--- src/rtl/th_response_checker_pkg.sv ---
// th_response_checker_pkg: shared harness constants, descriptor layout and FSM encodings.
// Rev 1.0
`default_nettype none

package th_response_checker_pkg;

  localparam int unsigned DESC_FIELD_W = 32;
  localparam int unsigned DESC_ENTRY_W = 3 * DESC_FIELD_W;
  localparam int unsigned OPC_READ     = 2;

  localparam logic [1:0] ST_IDLE  = 2'd0;
  localparam logic [1:0] ST_LOAD  = 2'd1;
  localparam logic [1:0] ST_CHECK = 2'd2;

  typedef struct packed {
    logic [DESC_FIELD_W-1:0] addr;
    logic [DESC_FIELD_W-1:0] base;
    logic [DESC_FIELD_W-1:0] count;
  } desc_t;

  function automatic int unsigned desc_ptr_w(input int unsigned depth);
    return (depth > 1) ? $clog2(depth) : 1;
  endfunction

endpackage

`default_nettype wire

--- src/rtl/th_desc_fifo.sv ---
// th_desc_fifo: pending read-descriptor FIFO, valid/ready on both sides.
// Rev 1.0
`default_nettype none

module th_desc_fifo
  import th_response_checker_pkg::*;
#(
  parameter int unsigned Depth = 8,
  parameter int unsigned Width = DESC_ENTRY_W
) (
  input  logic             clk_i,
  input  logic             rst_ni,
  input  logic             push_valid_i,
  input  logic [Width-1:0] push_data_i,
  output logic             push_ready_o,
  input  logic             pop_ready_i,
  output logic             pop_valid_o,
  output logic [Width-1:0] pop_data_o
);

  localparam int unsigned PtrW = desc_ptr_w(Depth);

  logic [Width-1:0] mem_q [Depth];
  logic [PtrW-1:0]  wr_ptr_q, rd_ptr_q;
  logic [PtrW:0]    count_q, count_d;
  logic             full, empty, push_ok, pop_ok;

  // Fullness comes from the registered count, so a same-cycle pop never opens a slot.
  assign full         = (count_q == (PtrW+1)'(Depth));
  assign empty        = (count_q == '0);
  assign push_ok      = push_valid_i && !full;
  assign pop_ok       = pop_ready_i && !empty;
  assign push_ready_o = !full;
  assign pop_valid_o  = !empty;
  assign pop_data_o   = mem_q[rd_ptr_q];

  always_comb begin
    count_d = count_q;
    if (push_ok && !pop_ok) begin
      count_d = count_q + 1'b1;
    end else if (pop_ok && !push_ok) begin
      count_d = count_q - 1'b1;
    end
  end

  always_ff @(posedge clk_i or negedge rst_ni) begin
    if (!rst_ni) begin
      wr_ptr_q <= '0;
      rd_ptr_q <= '0;
      count_q  <= '0;
    end else begin
      count_q <= count_d;
      if (push_ok) wr_ptr_q <= wr_ptr_q + 1'b1;
      if (pop_ok)  rd_ptr_q <= rd_ptr_q + 1'b1;
    end
  end

  always_ff @(posedge clk_i) begin
    if (push_ok) mem_q[wr_ptr_q] <= push_data_i;
  end

endmodule

`default_nettype wire

--- config.mk ---
export PLATFORM = sky130hd
export DESIGN_NAME = th_desc_fifo
export DESIGN_NICKNAME = d
export VERILOG_FILES = /design/src/rtl/th_response_checker_pkg.sv /design/src/rtl/th_desc_fifo.sv
export SDC_FILE = /design/constraint.sdc
export NUM_CORES = 1
export LEC_CHECK = 0
export ABC_AREA = 0
export BUFFER_PORTS_ARGS = -buffer_cell sky130_fd_sc_hd__buf_2
export CORE_MARGIN = 2
export CORE_UTILIZATION = 60
export CTS_CLUSTER_SIZE = 12
export DETAILED_ROUTE_END_ITERATION = 10
export GPL_ROUTABILITY_DRIVEN = 1
export PLACE_DENSITY = 0.79
export SLEW_MARGIN = 25
export SYNTH_ARGS = -nofsm -noshare
export SYNTH_HDL_FRONTEND = slang
export SYNTH_SLANG_ARGS = --single-unit
export TNS_END_PERCENT = 5
--- constraint.sdc ---
create_clock -name clk_i -period 11.6 [get_ports clk_i]
set_clock_uncertainty 0.1 [all_clocks]
set_input_delay 1.16 -clock clk_i [delete_from_list [all_inputs] [get_ports clk_i]]
set_output_delay 1.16 -clock clk_i [all_outputs]
set_load 0.05 [all_outputs]
; ---- After elaboration in Yosys (flattened, before gate mapping)
; Memory sizes are Yosys's and may differ from the RTL's.
; Cells that the tools add are included.
[totals]
mem_bits_rw = 768
register_bits = 10
inputBits = 100
memories = 1
[mem_list]
columns = name, depth, word_bits, read_ports, rd_ports_with_merged_regs, write_ports, line_no
row1 = mem_q, 8, 96, 1, 0, 1, th_desc_fifo.sv:23  ; logic [Width-1:0] mem_q [Depth];
[op_classes]
add_sub_neg = 4
eq_ne = 1
reduce_logical = 10
mux = 4
[ops]
columns = cell, n
row1 = 4-bit 2-to-1 mux, 2
row2 = 3-bit by 1-bit adder with 3-bit output (second input constant), 2
row3 = 4-bit by 1-bit adder with 4-bit output (second input constant), 1
row4 = 4-bit == test (second input constant), 1
row5 = 1-bit logical AND, 4
row6 = 1-bit zero test, 4
row7 = 4-bit zero test, 1
row8 = 4-bit by 1-bit subtractor with 4-bit output (second input constant), 1
row9 = 1-bit 2-to-1 mux, 2
row10 = 2-bit nonzero test, 1

; ---- Logic depth before layout (Yosys ltp)
; Gate-level depths: netlist of the first run.
[depth]
ltp_word = 7
ltp_mapped = 10
depth_no_buf = 9

; ---- Worst setup path before layout of the first run
; No wires, ideal clock.
[synth_path]
path_kind = register to register
startpoint = reg count_q[0]
endpoint = mem mem_q[0][0] in the netlist's numbering (enable)
synth_period_minus_slack_ns = 8.637
setup_time_ns = 0.668
n_path_buf = 1
arrival_time_ns = 7.869
path_slack_ns = 2.963
path_stages_with_launch = 5
path_cell_list = dfrtp_1 > or4b_1 > clkbuf_1 > nand3b_1 > nor3_1
[synth_between]
elab_chain_cells = 5
[synth_lines]
columns = item, line_no
row1 = start: declaration, th_desc_fifo.sv:25  ; logic [PtrW:0] count_q, count_d;
row2 = start signal: assignment, th_desc_fifo.sv:52  ; count_q <= count_d;
row3 = 4-bit == test, th_desc_fifo.sv:29  ; assign full = (count_q == (PtrW+1)'(Depth));
row4 = 1-bit zero test, n/a
row5 = via push_ready_o, th_desc_fifo.sv:15  ; output logic push_ready_o,
row6 = 1-bit logical AND, th_desc_fifo.sv:31  ; assign push_ok = push_valid_i && !full;
row7 = 1-bit 2-to-1 mux, th_desc_fifo.sv:59  ; if (push_ok) mem_q[wr_ptr_q] <= push_data_i;
row8 = 1-bit 2-to-1 mux (implied by the code), th_desc_fifo.sv:59
row9 = end: declaration, th_desc_fifo.sv:23
; The timed path passes the listed nets, and every way through them passes these cells.

; ---- Final worst setup path of the first run
[layout_path]
startpoint = reg rd_ptr_q[0]
endpoint = out pop_data_o[61]
[layout_between]
elab_chain_cells = 1
[layout_lines]
columns = item, line_no
row1 = start: declaration, th_desc_fifo.sv:24  ; logic [PtrW-1:0] wr_ptr_q, rd_ptr_q;
row2 = start signal: assignment, th_desc_fifo.sv:54  ; if (pop_ok) rd_ptr_q <= rd_ptr_q + 1'b1;
row3 = memory read 8 x 96 bit, n/a
row4 = end: declaration, th_desc_fifo.sv:18  ; output logic [Width-1:0] pop_data_o
; No other way between the ends.

==> flow_metrics.env, run 1 <==
export IMPL_utilization_pct=68.5
export IMPL_mappedNetlistNets=1279
export IMPL_switchingPower_mw=3.30
export IMPL_clock_latency_ns=0.61
export IMPL_rsz0062_at_grt="false"
export IMPL_fin_tns_setup_ns=0
export IMPL_wirelength_per_cell_um=26.9
export IMPL_final_hold_viol_count=0
export IMPL_cts_max_path_buffers=3
export IMPL_post_route_drc_count=0
export IMPL_outcome="finished clean"
export IMPL_post_cts_resize_count=0
export IMPL_cell_taking_the_most_area_after_synthesis="sky130_fd_sc_hd__edfxtp_1"
export IMPL_power_sequential_fraction_pct=40.3
export IMPL_required_ns=10.34
export IMPL_tritoncts_num_buffers=77
export IMPL_timing_critical_path_buf_inv=3
export IMPL_finalHoldWorstSlack_ns=0.308
export IMPL_reg2reg_slack_ns=8.61
export IMPL_p_leak_nw=10.8
export IMPL_grt_antenna_before_repair=15
export IMPL_internal_power_mw=6.02
export IMPL_largest_vdd_supply_drop_mv=0.252
export IMPL_grt_pass1_vias=13800
export IMPL_die_footprint_um2=50900
export IMPL_drt_first_pass_iters=5
export IMPL_critical_path_max_stage_delay_ns=0.99
export IMPL_regToRegStartpoint="count_q[0]"
export IMPL_top_level_i_o_count=198
export IMPL_timing_max_slew_rel_slack_pct=27.8
export IMPL_tightestPinTransition_ns=1.08
export IMPL_critical_path_reg2reg_endpoint="count_q[3]"
export IMPL_class_of_the_worst_hold_path="in2async"
export IMPL_timing_critical_path_arrival_ns=3.74
export IMPL_finalNetCount=1521
export IMPL_detailedPlace_worstSlack_ns=7.25
export IMPL_global_route_wire_length_before_repair_mm=83.9
export IMPL_yosysUniqueCellTypes=26
export IMPL_pin_count_of_the_biggest_net_entering_global_routing=167
export IMPL_detail_route_antenna_nets=0
export IMPL_clk_root_buffer_cell="sky130_fd_sc_hd__clkbuf_16"
export IMPL_synthesis_instances=1173
export IMPL_maxCapViolations=0
export IMPL_timing_critical_path_slowest_stage_cell="sky130_fd_sc_hd__dfrtp_4"
export IMPL_maxSlewViolCount=0
export IMPL_syn_mean_instance_area_um2=25.1
export IMPL_power_mw=9.33
export IMPL_power_frac_comb_pct=36.1
export IMPL_total_setup_buffers_inserted_after_cts=0
export IMPL_dr_total_vias=12900
export IMPL_postLayoutSetupSlackWorst_ns=6.60
export IMPL_grt_use_total_pct=22.8
export IMPL_cp_end_kind="output pin"
export IMPL_critical_path_max_fanout=80
export IMPL_start_util_pct=60.5
export IMPL_final_layout_size_suffix_gt1_share_pct=42.2
export IMPL_power_density_cell_area_nw_per_um2=280
export IMPL_timing_final_crit_period_ns=5.00
export IMPL_port_buffers=197
export IMPL_cts_sinks=778
export IMPL_power_share_switching_pct=35.4
export IMPL_period_share_pct=43.1
export IMPL_cts_htree_levels=3
export IMPL_syn_to_final_growth_pct=13.3
export IMPL_power_share_clock_pct=23.6
export IMPL_fp_row_count=81
export IMPL_synth_area_um2=29400
export IMPL_finalWirelength_mm=56.0
export IMPL_path_delay_family="buffers and inverters"
export IMPL_clock_fmax_ghz=0.200
export IMPL_ys_seq_area_share_pct=79.2
export IMPL_avgViaCountPerCell=6.22
export IMPL_holdBufCountCts=0
export IMPL_grt_overflow_total=0
export IMPL_critical_path_cell_chain="buf_12, buf_16, mux4_2, mux2_2, buf_2"
export IMPL_finalWeightedCongestion=0.716
export IMPL_drtIter0Drc=967
export IMPL_ys_warn_count=0
export IMPL_synth_ff_latch_count=778
export IMPL_core_region_area_um2=48600
export IMPL_synth_top_cells_by_area="sky130_fd_sc_hd__edfxtp_1, sky130_fd_sc_hd__mux4_2, sky130_fd_sc_hd__mux2_2"
export IMPL_chipHeight_um=226
export IMPL_die_width_um=226
export IMPL_post_synth_top_area_fraction_pct=78.3
export IMPL_dp_final_hpwl_mm=28.4
export IMPL_criticalPathCategory="reg2out"
export IMPL_clk_transition_reported_paths_ns=0.06
export IMPL_setup_violations_final=0
export IMPL_crit_path_start_kind="flop"
export IMPL_cts_tree="built"
export IMPL_timing_reg2reg_worst_path_depth=9
==> power groups by stage <==
| stage | registers (mW) | logic, mW | clock network [mW] |
|---|---|---|---|
| 2_1_floorplan | 3.72 | 2.77 | 0 |
| 3_3_place_gp | 3.79 | 3.36 | 0 |
| 3_5_place_dp | 3.82 | 3.39 | 0 |
| 4_1_cts | 3.77 | 3.41 | 2.25 |
| 5_1_grt | 3.80 | 3.55 | 2.34 |
| 6_report | 3.76 | 3.37 | 2.20 |
==> through the flow <==
step	instances	cell area (um^2)
global placement	1956	31100
global route	2073	33300
CTS	2067	33300
floorplan	1173	29400
detailed placement	1956	31100
finish	2081	33300
==> flip-flops by register name, indices dropped and copies added, names as in the netlist <==
register  cells
count_q       4
wr_ptr_q      3
rd_ptr_q      3
mem_q       768
==> worst reg2reg max path, cell delays in order (launching register included) <==
cell and delay (ns):
sky130_fd_sc_hd__dfrtp_1 0.45, sky130_fd_sc_hd__or4b_1 0.66, sky130_fd_sc_hd__nand2_1 0.18, sky130_fd_sc_hd__inv_1 0.06
sky130_fd_sc_hd__ha_1 0.26, sky130_fd_sc_hd__inv_1 0.16, sky130_fd_sc_hd__ha_1 0.32, sky130_fd_sc_hd__or4_1 0.48
sky130_fd_sc_hd__o211ai_1 0.11, sky130_fd_sc_hd__o211ai_1 0.10
==> worst max path at each step <==
stage | from | depth (start not counted) | end | slack, ns
after floorplan | count_q[0] | 4 | mem_q[0][0] | 2.96
final | rd_ptr_q[0] | 5 | pop_data_o[61] | 6.60
after global placement | rd_ptr_q[0] | 4 | pop_data_o[84] | 7.27
after global routing | rd_ptr_q[0] | 5 | pop_data_o[59] | 6.34
after CTS | rd_ptr_q[0] | 4 | pop_data_o[72] | 6.57
after detailed placement | rd_ptr_q[0] | 4 | pop_data_o[84] | 7.25
==> logic make-up (layout without fill, tap and decap cells) <==
logic type | count (synthesis) | count (layout) | synth area share [%]
other | 0 | 12 | 0
adders and majority gates | 6 | 6 | 0.280
and+or+nand+nor | 27 | 27 | 0.476
AOI/OAI and AO/OA | 6 | 6 | 0.140
buffers and inverters | 58 | 332 | 1.25
muxes | 292 | 292 | 18.5
DFF | 778 | 778 | 79.2
xor gates and xnor gates | 6 | 6 | 0.178
==> final cells by class <==
type,count,area [um^2]
multi-input combinational,337,5820
sequential,778,23300
clock inverter,13,81.3
clock buffer,98,2090
fill,2940,15300
timing repair buffer,219,1220
antenna,12,30.0
inverter,2,7.51
tap,622,778
==> Yosys cell counts, drive strengths merged <==
cell type,number
edfxtp,768
mux4,192
mux2,99
buf,40
clkbuf,16
dfrtp,10
nor2,6
xnor2,6
ha,5
nand2,5
nand3,5
nor3,3
a21oi,2
inv,2
nand2b,2
nand3b,2
o211ai,2
or4,2
a2111o,1
fa,1
mux2i,1
o21ai,1
or3,1
or4b,1
==> metal layers <==
| layer | wire length [um] | global-route usage [%] | part of all wire (%) | up-vias |
|---|---|---|---|---|
| li1 | - | - | - | 5512 |
| met5 | 92 | 0 | 0.16 | - |
| met4 | 1340 | 7.41 | 2.4 | 14 |
| met1 | 22000 | 29.5 | 39 | 6913 |
| met2 | 28800 | 38.1 | 52 | 387 |
| met3 | 3740 | 6.15 | 6.7 | 111 |
==> placed cells by master, fill, tap and decap left out, drive strengths merged <==
master	n
nand3	5
nor3	3
ha	5
edfxtp	768
mux2i	1
o211ai	2
inv	5
buf	219
o21ai	1
or4	2
a2111o	1
diode	12
fa	1
nand3b	2
or4b	1
nand2b	2
clkbuf	98
or3	1
xnor2	6
a21oi	2
nand2	5
mux2	99
mux4	192
clkinv	10
nor2	6
dfrtp	10
No activity file was read; power rests on OpenSTA's default activity.
==> run 2: changes to the inputs <==
==> constraint.sdc (replaced) <==
create_clock -name clk_i -period 5.2 [get_ports clk_i]
set_clock_uncertainty 0.1 [all_clocks]
set_input_delay 0.52 -clock clk_i [delete_from_list [all_inputs] [get_ports clk_i]]
set_output_delay 0.52 -clock clk_i [all_outputs]
set_load 0.05 [all_outputs]
==> run 2 against run 1 <==
Net effect:
- final area grew 0.55%
- global-route usage increased by 1.0 points
- cell count rose by 0.43%
- core utilization rose by 0.38 points
- first-iteration DRC count rose by 12%
- total power is 130% higher
- sequential cell count did not move
- via count up 1.9%
- count of clock-buffer cells in the layout grew 7
- critical path type unchanged
- largest cell class unchanged
- largest power group unchanged
==> flow_metrics.env, run 2 (synthesis results as in run 1) <==
export IMPL_timing_critical_path_buf_inv=2
export IMPL_post_cts_resize_count=0
export IMPL_power_density_cell_area_nw_per_um2=629
export IMPL_post_route_drc_count=0
export IMPL_global_route_wire_length_before_repair_mm=87.3
export IMPL_grt_pass1_vias=13900
export IMPL_top_level_i_o_count=198
export IMPL_largest_register_by_flop_count="mem_q"
export IMPL_largest_reg_flops=768
export IMPL_final_common_cell="sky130_fd_sc_hd__edfxtp_1"
export IMPL_maxSlewViolCount=0
export IMPL_layout_area_seq_um2=23300
export IMPL_timing_critical_path_arrival_ns=3.21
export IMPL_critical_path_max_fanout=54
export IMPL_finalHoldWorstSlack_ns=0.0717
export IMPL_critical_path_max_stage_delay_ns=0.95
export IMPL_finalNetCount=1525
export IMPL_chipHeight_um=226
export IMPL_grt_overflow_total=0
export IMPL_cts_tree="built"
export IMPL_avgViaCountPerCell=6.31
export IMPL_final_layout_size_suffix_gt1_share_pct=42.0
export IMPL_cts_max_path_buffers=3
export IMPL_largest_vdd_supply_drop_mv=0.462
export IMPL_clk_root_buffer_cell="sky130_fd_sc_hd__clkbuf_16"
export IMPL_path_delay_family="flip-flops"
export IMPL_grt_antenna_before_repair=18
export IMPL_multi_input_area_um2=5830
export IMPL_cp_end_kind="output pin"
export IMPL_timing_critical_path_slowest_stage_cell="sky130_fd_sc_hd__dfrtp_4"
export IMPL_cts_sinks=778
export IMPL_crit_path_start_kind="flop"
export IMPL_power_mw=21.1
export IMPL_clock_latency_ns=0.61
export IMPL_clock_fmax_ghz=0.261
export IMPL_maxCapViolations=0
export IMPL_timing_final_crit_period_ns=3.83
export IMPL_timing_max_slew_rel_slack_pct=29.0
export IMPL_finalWirelength_mm=58.6
export IMPL_clk_transition_reported_paths_ns=0.06
export IMPL_dr_total_vias=13200
export IMPL_class_of_the_worst_hold_path="in2reg"
export IMPL_rsz0062_at_grt="false"
export IMPL_tightestPinTransition_ns=1.07
export IMPL_core_region_area_um2=48600
export IMPL_layout_filler_cell_count=2860
export IMPL_setup_violations_final=0
export IMPL_dp_final_hpwl_mm=30.3
export IMPL_cts_htree_levels=3
export IMPL_final_hold_viol_count=0
export IMPL_period_share_pct=73.6
export IMPL_finalWeightedCongestion=0.708
export IMPL_port_buffers=197
export IMPL_required_ns=4.58
export IMPL_outcome="finished clean"
export IMPL_die_footprint_um2=50900
export IMPL_p_leak_nw=10.9
export IMPL_grt_use_total_pct=23.8
export IMPL_drtIter0Drc=1087
export IMPL_die_width_um=226
export IMPL_reg_top3="mem_q (768), count_q (4)"
export IMPL_syn_to_final_growth_pct=13.9
export IMPL_drt_first_pass_iters=5
export IMPL_start_util_pct=60.5
export IMPL_final_cell_mix="sky130_fd_sc_hd__edfxtp_1, sky130_fd_sc_hd__buf_2, sky130_fd_sc_hd__mux4_2"
export IMPL_fp_row_count=81
export IMPL_detail_route_antenna_nets=0
export IMPL_utilization_pct=68.9
export IMPL_critical_path_cell_chain="buf_12, mux4_2, mux2_2, buf_2"
export IMPL_criticalPathCategory="reg2out"
export IMPL_wirelength_per_cell_um=28.0
export IMPL_tritoncts_num_buffers=78
export IMPL_pin_count_of_the_biggest_net_entering_global_routing=97
run 2: worst register-to-register path, cell delays in order, from the launching register on:
cell                       delay [ns]
sky130_fd_sc_hd__dfrtp_1         0.45
sky130_fd_sc_hd__or4b_1          0.66
sky130_fd_sc_hd__nand2_1         0.17
sky130_fd_sc_hd__inv_1           0.06
sky130_fd_sc_hd__ha_1            0.27
sky130_fd_sc_hd__inv_1           0.16
sky130_fd_sc_hd__ha_1            0.31
sky130_fd_sc_hd__or4_1           0.48
sky130_fd_sc_hd__o211ai_1        0.11
sky130_fd_sc_hd__o211ai_1        0.10
run 2: per-layer routing:
| layer | vias up | GRT usage (%) | wire length, um |
|---|---|---|---|
| met5 | - | 0 | 134 |
| met4 | 20 | 8.52 | 1760 |
| met3 | 141 | 6.60 | 4620 |
| met2 | 507 | 39.3 | 30000 |
| met1 | 6986 | 30.8 | 22000 |
| li1 | 5526 | - | - |
run 2: layout make-up:
cell class,instances,area share (%)
sequential,778,69.6
multi-input combinational,337,17.4
clock buffer,105,6.31
timing repair buffer,222,3.98
tap,622,2.32
clock inverter,15,0.340
antenna,9,0.0672
inverter,2,0.0224
run 2: metrics by stage:
| stage | instances | setup WS (ns) | area, um^2 | setup TNS (ns) |
|---|---|---|---|---|
| final | 2090 | 1.37 | 33500 | 0 |
| after global placement | 1959 | 1.95 | 31300 | 0 |
| after floorplan | 1173 | -0.856 | 29500 | -583.75 |
| after global routing | 2087 | 1.15 | 33500 | 0 |
| after CTS | 2081 | 1.23 | 33500 | 0 |
| after detailed placement | 1960 | 1.93 | 31300 | 0 |
run 2: worst paths after layout:
path / from / end / slack, ns / cells after the start
max: rd_ptr_q[0] / pop_data_o[40] / 1.37 / 4
min: push_data_i[63] / mem_q[1][63] / 0.07 / 1
max reg2reg: count_q[0] / count_q[3] / 2.22 / 9
min reg2reg: wr_ptr_q[0] / wr_ptr_q[0] / 0.45 / 1
max in group asynchronous: rst_ni / rd_ptr_q[0] / 4.56 / 2
min in group asynchronous: rst_ni / count_q[2] / 0.22 / 2
run 2: report_power, final:
part	internal, mW	total (mW)	switching [mW]
Combinational	2.78	7.62	4.85
Clock	2.88	5.04	2.17
Sequential	7.90	8.44	0.541
run 2: timing repair:
item,4_1_cts,5_1_grt
hold endpoints to repair,10,0
hold buffers,1,0
setup buffers,0,0
